==> config.mk <==
export PLATFORM = sky130hd
export DESIGN_NAME = padding
export DESIGN_NICKNAME = d
export VERILOG_FILES = /design/src/rtl/padding_pkg.sv /design/src/rtl/padding_addr_calc.sv /design/src/rtl/padding.sv
export SDC_FILE = /design/constraint.sdc
export NUM_CORES = 1
export LEC_CHECK = 0
export BUFFER_PORTS_ARGS = -buffer_cell sky130_fd_sc_hd__buf_4
export CORE_MARGIN = 2
export CORE_UTILIZATION = 30
export CTS_CLUSTER_DIAMETER = 120
export DETAILED_ROUTE_END_ITERATION = 8
export GPL_ROUTABILITY_DRIVEN = 0
export GPL_TIMING_DRIVEN = 0
export PLACE_DENSITY = 0.55
export RECOVER_POWER = 100
export SLEW_MARGIN = 20
export SYNTH_ARGS = -nofsm -noshare
export SYNTH_HDL_FRONTEND = slang
export SYNTH_SLANG_ARGS = --single-unit
==> constraint.sdc <==
create_clock -name clk -period 8.3 [get_ports clk]
set_input_delay 0.415 -clock clk [delete_from_list [all_inputs] [get_ports clk]]
set_output_delay 0.415 -clock clk [all_outputs]
set_load 0.01 [all_outputs]
==> src/rtl/padding_pkg.sv <==
// Shared widths, element stride and result-class codes for the padding address translator.
// Latency: n/a (package only).
// Backpressure: n/a (package only).
package padding_pkg;

    // Width of baseAddr / realAddr.
    localparam int ADDR_W  = 64;
    // Width of x, y, fmX, fmY.
    localparam int COORD_W = 11;
    // Width of each padding amount.
    localparam int PAD_W   = 4;

    // Address increment per feature-map element.
    localparam logic [ADDR_W-1:0] ELEM_STRIDE = ADDR_W'(1);

    // Width of the element offset dy*fmX+dx; it cannot overflow at this width.
    localparam int OFF_W   = 2 * COORD_W + 1;

    // Result classes reported on realAddrEn. Code 3 is never produced.
    typedef enum logic [1:0] {
        EN_NONE = 2'd0,   // no result, or coordinate outside the padded map
        EN_PAD  = 2'd1,   // padding location, address meaningless
        EN_FM   = 2'd2    // real feature-map element, address valid
    } addr_en_t;

endpackage : padding_pkg

==> src/rtl/padding_addr_calc.sv <==
// Stage 2 of the translator: registers dy*fmX+dx, then scales by the stride and adds the base.
// Latency: 1 cycle from vld_i to vld_o; addr_o is combinational from the internal register.
// Backpressure: none; accepts a new operand set every cycle.
module padding_addr_calc
    import padding_pkg::*;
(
    input  logic               clk,
    input  logic               rst,
    input  logic               vld_i,
    input  logic [1:0]         en_i,
    input  logic [COORD_W-1:0] dx_i,
    input  logic [COORD_W-1:0] dy_i,
    input  logic [COORD_W-1:0] fmx_i,
    input  logic [ADDR_W-1:0]  base_i,
    output logic               vld_o,
    output logic [1:0]         en_o,
    output logic [ADDR_W-1:0]  addr_o
);

    logic               vld_q,  vld_d;
    logic [1:0]         en_q,   en_d;
    logic [OFF_W-1:0]   off_q,  off_d;
    logic [ADDR_W-1:0]  base_q, base_d;

    // Element offset inside the unpadded map; dx/dy are only meaningful for EN_FM requests,
    // other classes carry a don't-care offset that the output stage masks off.
    always_comb begin
        vld_d  = vld_i;
        en_d   = en_i;
        off_d  = OFF_W'(dy_i) * OFF_W'(fmx_i) + OFF_W'(dx_i);
        base_d = base_i;
    end

    // Pipeline register; valid is flushed by reset so nothing in flight survives it.
    always_ff @(posedge clk or posedge rst) begin
        if (rst) begin
            vld_q  <= 1'b0;
            en_q   <= EN_NONE;
            off_q  <= '0;
            base_q <= '0;
        end else begin
            vld_q  <= vld_d;
            en_q   <= en_d;
            off_q  <= off_d;
            base_q <= base_d;
        end
    end

    assign vld_o  = vld_q;
    assign en_o   = en_q;
    // Address arithmetic wraps modulo 2^ADDR_W.
    assign addr_o = base_q + ADDR_W'(off_q) * ELEM_STRIDE;

endmodule : padding_addr_calc

==> src/rtl/padding.sv <==
// Maps a padded-window coordinate to a row-major feature-map address and classifies it
// (pad / feature-map / outside); outside-map detection is built only with PADDING_BOUNDS_CHECK_EN.
// Latency: fixed 2 cycles from the sampling edge; one request per cycle, no backpressure.
module padding
    import padding_pkg::*;
(
    input  logic               clk,
    input  logic               rst,
    input  logic               inReady,
    input  logic [COORD_W-1:0] x,
    input  logic [COORD_W-1:0] y,
    input  logic [ADDR_W-1:0]  baseAddr,
    input  logic [COORD_W-1:0] fmX,
    input  logic [COORD_W-1:0] fmY,
    input  logic [PAD_W-1:0]   paddingUp,
    input  logic [PAD_W-1:0]   paddingDown,
    input  logic [PAD_W-1:0]   paddingLeft,
    input  logic [PAD_W-1:0]   paddingRight,
    output logic [ADDR_W-1:0]  realAddr,
    output logic [1:0]         realAddrEn,
    output logic               outReady
);

    // One extra bit so padding + size sums can never wrap.
    localparam int EXT_W = COORD_W + 1;

    logic [EXT_W-1:0] x_e, y_e, pl_e, pu_e, fmx_e, fmy_e;
    logic             in_fm, in_pad;

    assign x_e   = EXT_W'(x);
    assign y_e   = EXT_W'(y);
    assign pl_e  = EXT_W'(paddingLeft);
    assign pu_e  = EXT_W'(paddingUp);
    assign fmx_e = EXT_W'(fmX);
    assign fmy_e = EXT_W'(fmY);

    // A zero-sized dimension makes the upper bound equal the lower one, so in_fm is never set.
    assign in_fm = (x_e >= pl_e) && (x_e < pl_e + fmx_e) &&
                   (y_e >= pu_e) && (y_e < pu_e + fmy_e);

`ifdef PADDING_BOUNDS_CHECK_EN
    logic [EXT_W-1:0] pd_e, pr_e, w_ext, h_ext;

    assign pd_e  = EXT_W'(paddingDown);
    assign pr_e  = EXT_W'(paddingRight);
    assign w_ext = pl_e + fmx_e + pr_e;
    assign h_ext = pu_e + fmy_e + pd_e;

    // Only coordinates inside the full padded W x H map count as padding.
    assign in_pad = !in_fm && (x_e < w_ext) && (y_e < h_ext);
`else
    logic unused_pad_far;

    // Without the bounds check the far-side padding amounts play no role.
    assign unused_pad_far = ^{paddingDown, paddingRight};
    assign in_pad         = !in_fm;
`endif

    // ---------------------------------------------------------------- stage 1
    logic               s1_vld_q,  s1_vld_d;
    logic [1:0]         s1_en_q,   s1_en_d;
    logic [COORD_W-1:0] s1_dx_q,   s1_dx_d;
    logic [COORD_W-1:0] s1_dy_q,   s1_dy_d;
    logic [COORD_W-1:0] s1_fmx_q,  s1_fmx_d;
    logic [ADDR_W-1:0]  s1_base_q, s1_base_d;

    // Classify and capture operands; data only loads on a request so idle inputs are ignored.
    always_comb begin
        s1_vld_d  = inReady;
        s1_en_d   = s1_en_q;
        s1_dx_d   = s1_dx_q;
        s1_dy_d   = s1_dy_q;
        s1_fmx_d  = s1_fmx_q;
        s1_base_d = s1_base_q;
        if (inReady) begin
            if (in_fm) begin
                s1_en_d = EN_FM;
            end else if (in_pad) begin
                s1_en_d = EN_PAD;
            end else begin
                s1_en_d = EN_NONE;
            end
            s1_dx_d   = x - COORD_W'(paddingLeft);
            s1_dy_d   = y - COORD_W'(paddingUp);
            s1_fmx_d  = fmX;
            s1_base_d = baseAddr;
        end
    end

    // Stage-1 register with asynchronous flush.
    always_ff @(posedge clk or posedge rst) begin
        if (rst) begin
            s1_vld_q  <= 1'b0;
            s1_en_q   <= EN_NONE;
            s1_dx_q   <= '0;
            s1_dy_q   <= '0;
            s1_fmx_q  <= '0;
            s1_base_q <= '0;
        end else begin
            s1_vld_q  <= s1_vld_d;
            s1_en_q   <= s1_en_d;
            s1_dx_q   <= s1_dx_d;
            s1_dy_q   <= s1_dy_d;
            s1_fmx_q  <= s1_fmx_d;
            s1_base_q <= s1_base_d;
        end
    end

    // ---------------------------------------------------------------- stage 2
    logic               s2_vld;
    logic [1:0]         s2_en;
    logic [ADDR_W-1:0]  s2_addr;

    padding_addr_calc u_addr_calc (
        .clk    (clk),
        .rst    (rst),
        .vld_i  (s1_vld_q),
        .en_i   (s1_en_q),
        .dx_i   (s1_dx_q),
        .dy_i   (s1_dy_q),
        .fmx_i  (s1_fmx_q),
        .base_i (s1_base_q),
        .vld_o  (s2_vld),
        .en_o   (s2_en),
        .addr_o (s2_addr)
    );

    // ---------------------------------------------------------------- outputs
    logic               out_vld_q,  out_vld_d;
    logic [1:0]         out_en_q,   out_en_d;
    logic [ADDR_W-1:0]  out_addr_q, out_addr_d;

    // Address is forced to zero unless it refers to a real feature-map element.
    always_comb begin
        out_vld_d  = s2_vld;
        out_en_d   = EN_NONE;
        out_addr_d = '0;
        if (s2_vld) begin
            out_en_d = s2_en;
            if (s2_en == EN_FM) begin
                out_addr_d = s2_addr;
            end
        end
    end

    // Registered outputs; reset clears them immediately.
    always_ff @(posedge clk or posedge rst) begin
        if (rst) begin
            out_vld_q  <= 1'b0;
            out_en_q   <= EN_NONE;
            out_addr_q <= '0;
        end else begin
            out_vld_q  <= out_vld_d;
            out_en_q   <= out_en_d;
            out_addr_q <= out_addr_d;
        end
    end

    assign outReady   = out_vld_q;
    assign realAddrEn = out_en_q;
    assign realAddr   = out_addr_q;

endmodule : padding

==> impl_metrics.env, run 1 <==
export IMPL_crit_top_cell="fa_1"
export IMPL_initial_core_util_pct=30.3
export IMPL_slew_violations=67
export IMPL_required_ns=8.75
export IMPL_ant_nets=0
export IMPL_endpoint_kind="flop"
export IMPL_path_max_fanout=10
export IMPL_cts_tree="done"
export IMPL_hold_path_end="s1_base_q[24]$_DFFE_PP0P_"
export IMPL_die_area_sq_um=54900
export IMPL_syn_avg_cell_area_sq_um=10.6
export IMPL_cp_start_kind="flop"
export IMPL_synth_largest_area_cell="dfrtp_1"
export IMPL_clkSlewWorstSetupHoldPaths_ns=0.06
export IMPL_synth_seq_cells=257
export IMPL_slew_headroom_pct=-97.8
export IMPL_routed_wl_mm=38.6
export IMPL_pre_cts_slack_ns=2.23
export IMPL_max_stage_delay_ns=0.57
export IMPL_violations="capacitance limit, slew limit"
export IMPL_grt_pass1_wl_mm=62.0
export IMPL_overflow=0
export IMPL_antenna_found_initial=2
export IMPL_final_common_cell="dfrtp_1"
export IMPL_synth_top_cell_area_share_pct=40.4
export IMPL_setup_viol=0
export IMPL_ys_seq_area_share_pct=40.4
export IMPL_cts_root_buffer_cell="clkbuf_16"
export IMPL_vias=11171
export IMPL_avgRoutedWirePerCell_um=15.8
export IMPL_status="finished, violations left"
export IMPL_grt_setup_unrepaired="false"
export IMPL_synth_area_leaders="dfrtp_1, fa_1, ha_1"
export IMPL_drive_above_1_share_pct=14.9
export IMPL_ir_drop_v=0.000392
export IMPL_gr_usage_all_layers_pct=14.2
export IMPL_leakage_nw=8.87
export IMPL_fin_ws_ns=2.22
export IMPL_use_met1_pct=17.9
export IMPL_grt_busiest_layer="met2"
export IMPL_final_cell_mix="dfrtp_1, inv_1, nand2_1"
export IMPL_synth_cell_types=57
export IMPL_hold_buffers=1
export IMPL_finalNetCount=2067
export IMPL_die_w_um=234
export IMPL_ys_warn_count=0
export IMPL_clk_latency_ns=0.57
export IMPL_drc=0
export IMPL_p_per_area_nw_per_um2=388
export IMPL_period_needed_ns=6.08
export IMPL_clockBufferDepth=3
export IMPL_synth_edff_count=0
export IMPL_synthFlopType="dfrtp_1"
export IMPL_cts_num_sinks=257
export IMPL_post_cts_setup_buffers=0
export IMPL_reg2reg_depth=19
export IMPL_cpMaxStageDelayCell="fa_1"
export IMPL_rr_startpoint="s1_fmx_q[7]$_DFFE_PP0P_"
export IMPL_grt_use_met3_pct=2.44
export IMPL_fmax_ghz=0.165
export IMPL_hpwlAfterDp_mm=30.8
export IMPL_hold_path_startpoint="baseAddr[24]"
export IMPL_critPathKind="reg2reg"
export IMPL_fp_dieH_um=234
export IMPL_worstHoldPathCells=2
export IMPL_num_rows=84
export IMPL_synthCells=1502
export IMPL_worst_pin_slew_ns=2.95
export IMPL_first_iter_violations=556
export IMPL_hold_violations=0
export IMPL_syn_to_final_growth_pct=19.1
export IMPL_cp_cell_sequence="clkbuf_1 > nand2_1 > fa_1 > inv_1 > fa_1 > fa_1 > fa_1 > inv_1 > fa_1 > inv_1 > ha_1 > and4_1 > and2_0 > nand3_1 > a211o_1 > and4_1 > o41ai_1 > a21oi_1 > xnor2_1"
export IMPL_finalPower_w=0.00734
export IMPL_r2r_slack_ns=2.22
export IMPL_min_period_over_period_pct=73.2
export IMPL_worstPathArrival_ns=6.53
export IMPL_hold_path_class="in2reg"
export IMPL_async_reset_ff_share_pct=100
export IMPL_drv_cap=1
export IMPL_grt_pass1_vias=11895
export IMPL_cts_resized_gates=0
export IMPL_numCtsBuffers=29
export IMPL_drt_pass1_iterations=6
export IMPL_ios=194
export IMPL_avgViaCountPerCell=4.59
export IMPL_r2r_end="u_addr_calc.off_q[20]$_DFF_PP0_"
export IMPL_clock_skew_ns=0.0180
export IMPL_gr_usage_met2_pct=25.2
export IMPL_grt_max_degree=100
export IMPL_synth_nets=1848
export IMPL_cts_max_level=1
export IMPL_synthesis_area_sq_um=15900
export IMPL_core_area_sq_um=52400
export IMPL_numPortBuffers=185
export IMPL_critPathLaunch="s1_fmx_q[7]$_DFFE_PP0P_"
worst max-delay path by stage:
stage / endpoint / slack (ns)
floorplan: outReady$_DFF_PP0_ / 0.81
global placement: s1_base_q[17]$_DFFE_PP0P_ / -1.72
detailed placement: u_addr_calc.off_q[22]$_DFF_PP0_ / 2.23
CTS: u_addr_calc.off_q[22]$_DFF_PP0_ / 2.20
global route: u_addr_calc.off_q[22]$_DFF_PP0_ / 1.81
finish: u_addr_calc.off_q[20]$_DFF_PP0_ / 2.22
synthesized netlist by cell type (23+ instances only):
cell	count
inv_1	163
and2_1	50
nor2_1	114
dfrtp_1	257
fa_1	97
nor3_1	23
ha_1	122
o21ai_0	30
clkbuf_1	42
nand2_1	133
mux2_2	77
xnor2_1	72
a21oi_1	67
a21o_1	30
xor2_1	33
nand3_1	26
through the flow:
stage               utilization (%)  TNS (ns)  hold slack [ns]  instances  instance area, sq um
finish                         36.1         0           0.0688       2433                 18900
floorplan                         -         0            0.331       1502                 15900
global placement               34.6   -437.39            0.331       2375                 18100
CTS                            36.7         0           0.0181       2432                 19300
detailed placement             34.7         0            0.336       2377                 18200
global route                   36.1         0           0.0498       2432                 18900
report_power, final:
group	internal [W]	total (W)	switching [W]	leakage (nW)
clock	0.000847	0.00137	0.000520	0.527
sequential	0.00148	0.00157	0.0000909	3.14
combinational	0.00197	0.00440	0.00243	5.20
total	0.00430	0.00734	0.00304	8.87
cell families (layout without fill, tap and decap cells):
kind of cell | Yosys count | count (layout) | share of synthesized area (%)
buffers and inverters | 216 | 458 | 5.17
adders and majority gates | 219 | 219 | 21.8
other | 0 | 1 | 0
DFF | 257 | 257 | 40.4
and+or+nand+nor | 430 | 430 | 12.9
xor gates and xnor gates | 105 | 105 | 5.78
AOI/OAI and AO/OA | 195 | 195 | 8.27
muxes | 80 | 80 | 5.64
worst max-delay path, delay by kind of cell (launching register included):
kind / cells / cell delay (ns)
AO/OA/AOI/OAI: 3 / 0.87
XOR/XNOR: 1 / 0.15
adder cells (fa/ha/maj): 6 / 2.96
buffers and inverters: 4 / 0.57
flip-flops: 1 / 0.41
AND/OR/NAND/NOR: 5 / 1.01
cell type report:
cell class	count	area [sq um]
Antenna cell	1	2.50
Multi-Input combinational cell	1029	8580
Clock inverter	14	193
Timing Repair Buffer	188	1190
Buffer	53	201
Clock buffer	40	857
Inverter	163	613
Tap cell	688	861
Fill cell	5313	33500
Sequential cell	257	6430
layer usage:
| layer | share of wire (%) | vias to the layer above |
|---|---|---|
| met5 | 0 | - |
| met4 | 2.3 | 0 |
| met3 | 5.7 | 80 |
| met1 | 44 | 5405 |
| li1 | - | 5399 |
| met2 | 48 | 287 |
registers in the layout (all words and copies together) (netlist names), 11 cells and up:
signal              count
realAddr               64
s1_base_q              64
s1_dx_q                11
s1_dy_q                11
s1_fmx_q               11
u_addr_calc.base_q     64
u_addr_calc.off_q      23
(Power assumes the default switching activity.)
==> inputs of run 2 (changes only) <==
- clock period: 8.3 -> 6.3 ns (I/O delays scaled with it)
==> run 2 against run 1 <==
  * The flow still finishes with violations (capacitance limit, slew limit)
  * Worst hold slack lost 0.041 ns
  * Cell count grew 3.1%
  * Combinational power grew 33%
  * Largest cell class unchanged
  * Largest power group unchanged
==> impl_metrics.env, run 2 (synthesized netlist as in run 1, its figures left out) <==
export IMPL_ff_latch_area_sq_um=6430
export IMPL_drc=0
export IMPL_leakage_nw=9.10
export IMPL_avgViaCountPerCell=4.56
export IMPL_r2r_end="u_addr_calc.off_q[20]$_DFF_PP0_"
export IMPL_final_cells=2509
export IMPL_numCtsBuffers=29
export IMPL_gr_usage_all_layers_pct=14.5
export IMPL_violations="capacitance limit, slew limit"
export IMPL_dp_cells=2383
export IMPL_clkSlewWorstSetupHoldPaths_ns=0.06
export IMPL_hold_path_class="in2reg"
export IMPL_overflow=0
export IMPL_finalNetCount=2143
export IMPL_cts_num_sinks=257
export IMPL_path_max_fanout=10
export IMPL_min_period_over_period_pct=94.6
export IMPL_r2r_slack_ns=0.34
export IMPL_drt_pass1_iterations=5
export IMPL_p_per_area_nw_per_um2=491
export IMPL_slew_violations=162
export IMPL_syn_to_final_growth_pct=23.0
export IMPL_critPathKind="reg2reg"
export IMPL_endpoint="u_addr_calc.off_q[20]$_DFF_PP0_"
export IMPL_hpwlAfterDp_mm=31.4
export IMPL_grt_max_degree=36
export IMPL_cts_tree="done"
export IMPL_final_cell_mix="dfrtp_1, inv_1, nand2_1"
export IMPL_required_ns=6.79
export IMPL_avgRoutedWirePerCell_um=15.7
export IMPL_grt_pass1_vias=12175
export IMPL_tns_ns=0
export IMPL_rr_startpoint="s1_fmx_q[8]$_DFFE_PP0P_"
export IMPL_critPathLaunch="s1_fmx_q[8]$_DFFE_PP0P_"
export IMPL_vias=11445
export IMPL_first_iter_violations=588
export IMPL_endpoint_kind="flop"
export IMPL_initial_core_util_pct=30.3
export IMPL_clk_latency_ns=0.57
export IMPL_fmax_ghz=0.168
export IMPL_num_rows=84
export IMPL_clock_skew_ns=0.0123
export IMPL_die_area_sq_um=54900
export IMPL_routed_wl_mm=39.4
export IMPL_clockBufferDepth=3
export IMPL_reg2reg_depth=18
export IMPL_status="finished, violations left"
export IMPL_numPortBuffers=185
export IMPL_cts_max_level=1
export IMPL_die_w_um=234
export IMPL_cts_root_buffer_cell="clkbuf_16"
export IMPL_multiInputGateArea_sq_um=8600
export IMPL_antenna_found_initial=1
export IMPL_period_needed_ns=5.96
export IMPL_slew_headroom_pct=-18.7
export IMPL_ant_nets=0
export IMPL_grt_setup_unrepaired="false"
export IMPL_cp_start_kind="flop"
export IMPL_final_common_cell="dfrtp_1"
export IMPL_ir_drop_v=0.000430
export IMPL_fp_dieH_um=234
export IMPL_hold_violations=0
export IMPL_nFillCells=5250
export IMPL_setup_viol=0
export IMPL_grt_pass1_wl_mm=63.3
export IMPL_core_area_sq_um=52400
export IMPL_worstPathArrival_ns=6.45
export IMPL_worst_pin_slew_ns=1.78
export IMPL_drv_cap=5
export IMPL_ios=194
export IMPL_drive_above_1_share_pct=14.1
-- run 2: timing repair --
action                                 4_1_cts  5_1_grt
resized for setup                            0        9
setup endpoints to repair                    0        2
setup buffers                                0        0
endpoints found under the hold margin       93        0
hold buffers                                72        0
-- run 2: how the worst min path moves through the flow --
stage          depth (start not counted)               start                           to  slack (ns)
5_1_grt                                2              fmX[1]      s1_fmx_q[1]$_DFFE_PP0P_       0.003
4_1_cts                                2              fmX[1]      s1_fmx_q[1]$_DFFE_PP0P_      0.0008
2_1_floorplan                          0  s1_vld_q$_DFF_PP0_  u_addr_calc.vld_o$_DFF_PP0_        0.33
3_3_place_gp                           0  s1_vld_q$_DFF_PP0_  u_addr_calc.vld_o$_DFF_PP0_        0.33
3_5_place_dp                           0  s1_vld_q$_DFF_PP0_  u_addr_calc.vld_o$_DFF_PP0_        0.34
6_report                               2              fmX[1]      s1_fmx_q[1]$_DFFE_PP0P_        0.03
-- run 2: cell type report --
| type | instances | area share, % |
|---|---|---|
| Buffer | 52 | 1.04 |
| Tap cell | 688 | 4.40 |
| Sequential cell | 257 | 32.9 |
| Inverter | 163 | 3.13 |
| Clock inverter | 16 | 0.966 |
| Clock buffer | 38 | 3.93 |
| Multi-Input combinational cell | 1029 | 43.9 |
| Timing Repair Buffer | 265 | 9.70 |
| Antenna cell | 1 | 0.0128 |
-- run 2: through the flow --
step	power (W)	setup slack [ns]	util [%]	cell area, sq um	hold WS (ns)
2_1_floorplan	0.00672	1.05	-	15900	0.331
6_report	0.00961	0.340	37.3	19600	0.0276
3_3_place_gp	0.00790	0.342	34.6	18200	0.332
4_1_cts	0.00977	0.231	38.1	20000	0.000766
3_5_place_dp	0.00796	0.254	34.9	18300	0.336
5_1_grt	0.0107	0.000805	37.3	19600	0.00264
-- run 2: worst max-delay path, cell delays in order (launching register included) --
cell and delay (ns):
dfrtp_1 0.39, clkbuf_1 0.45, and2_1 0.23, fa_1 0.46, fa_1 0.52, fa_1 0.52
fa_1 0.54, inv_1 0.05, fa_1 0.52, inv_1 0.04, ha_1 0.35, and4_1 0.23
and2_1 0.22, nand3_1 0.12, a211o_1 0.29, and4_1 0.23, o41ai_1 0.40, a21oi_1 0.14
xnor2_1 0.18
-- run 2: where the power goes --
part | leakage, nW | switching (W) | internal, W | total, W
logic | 5.50 | 0.00322 | 0.00263 | 0.00585
clock network | 0.456 | 0.000694 | 0.000992 | 0.00169
registers | 3.14 | 0.000122 | 0.00195 | 0.00208
total | 9.10 | 0.00403 | 0.00558 | 0.00961
-- run 2: metal layers --
layer | vias to the layer above | track usage (%) | wire length (um)
met5 | - | 0 | 15
met1 | 5536 | 18.0 | 17300
met4 | 2 | 3.92 | 935
met2 | 290 | 26.0 | 19000
met3 | 63 | 2.27 | 2140
li1 | 5554 | - | -
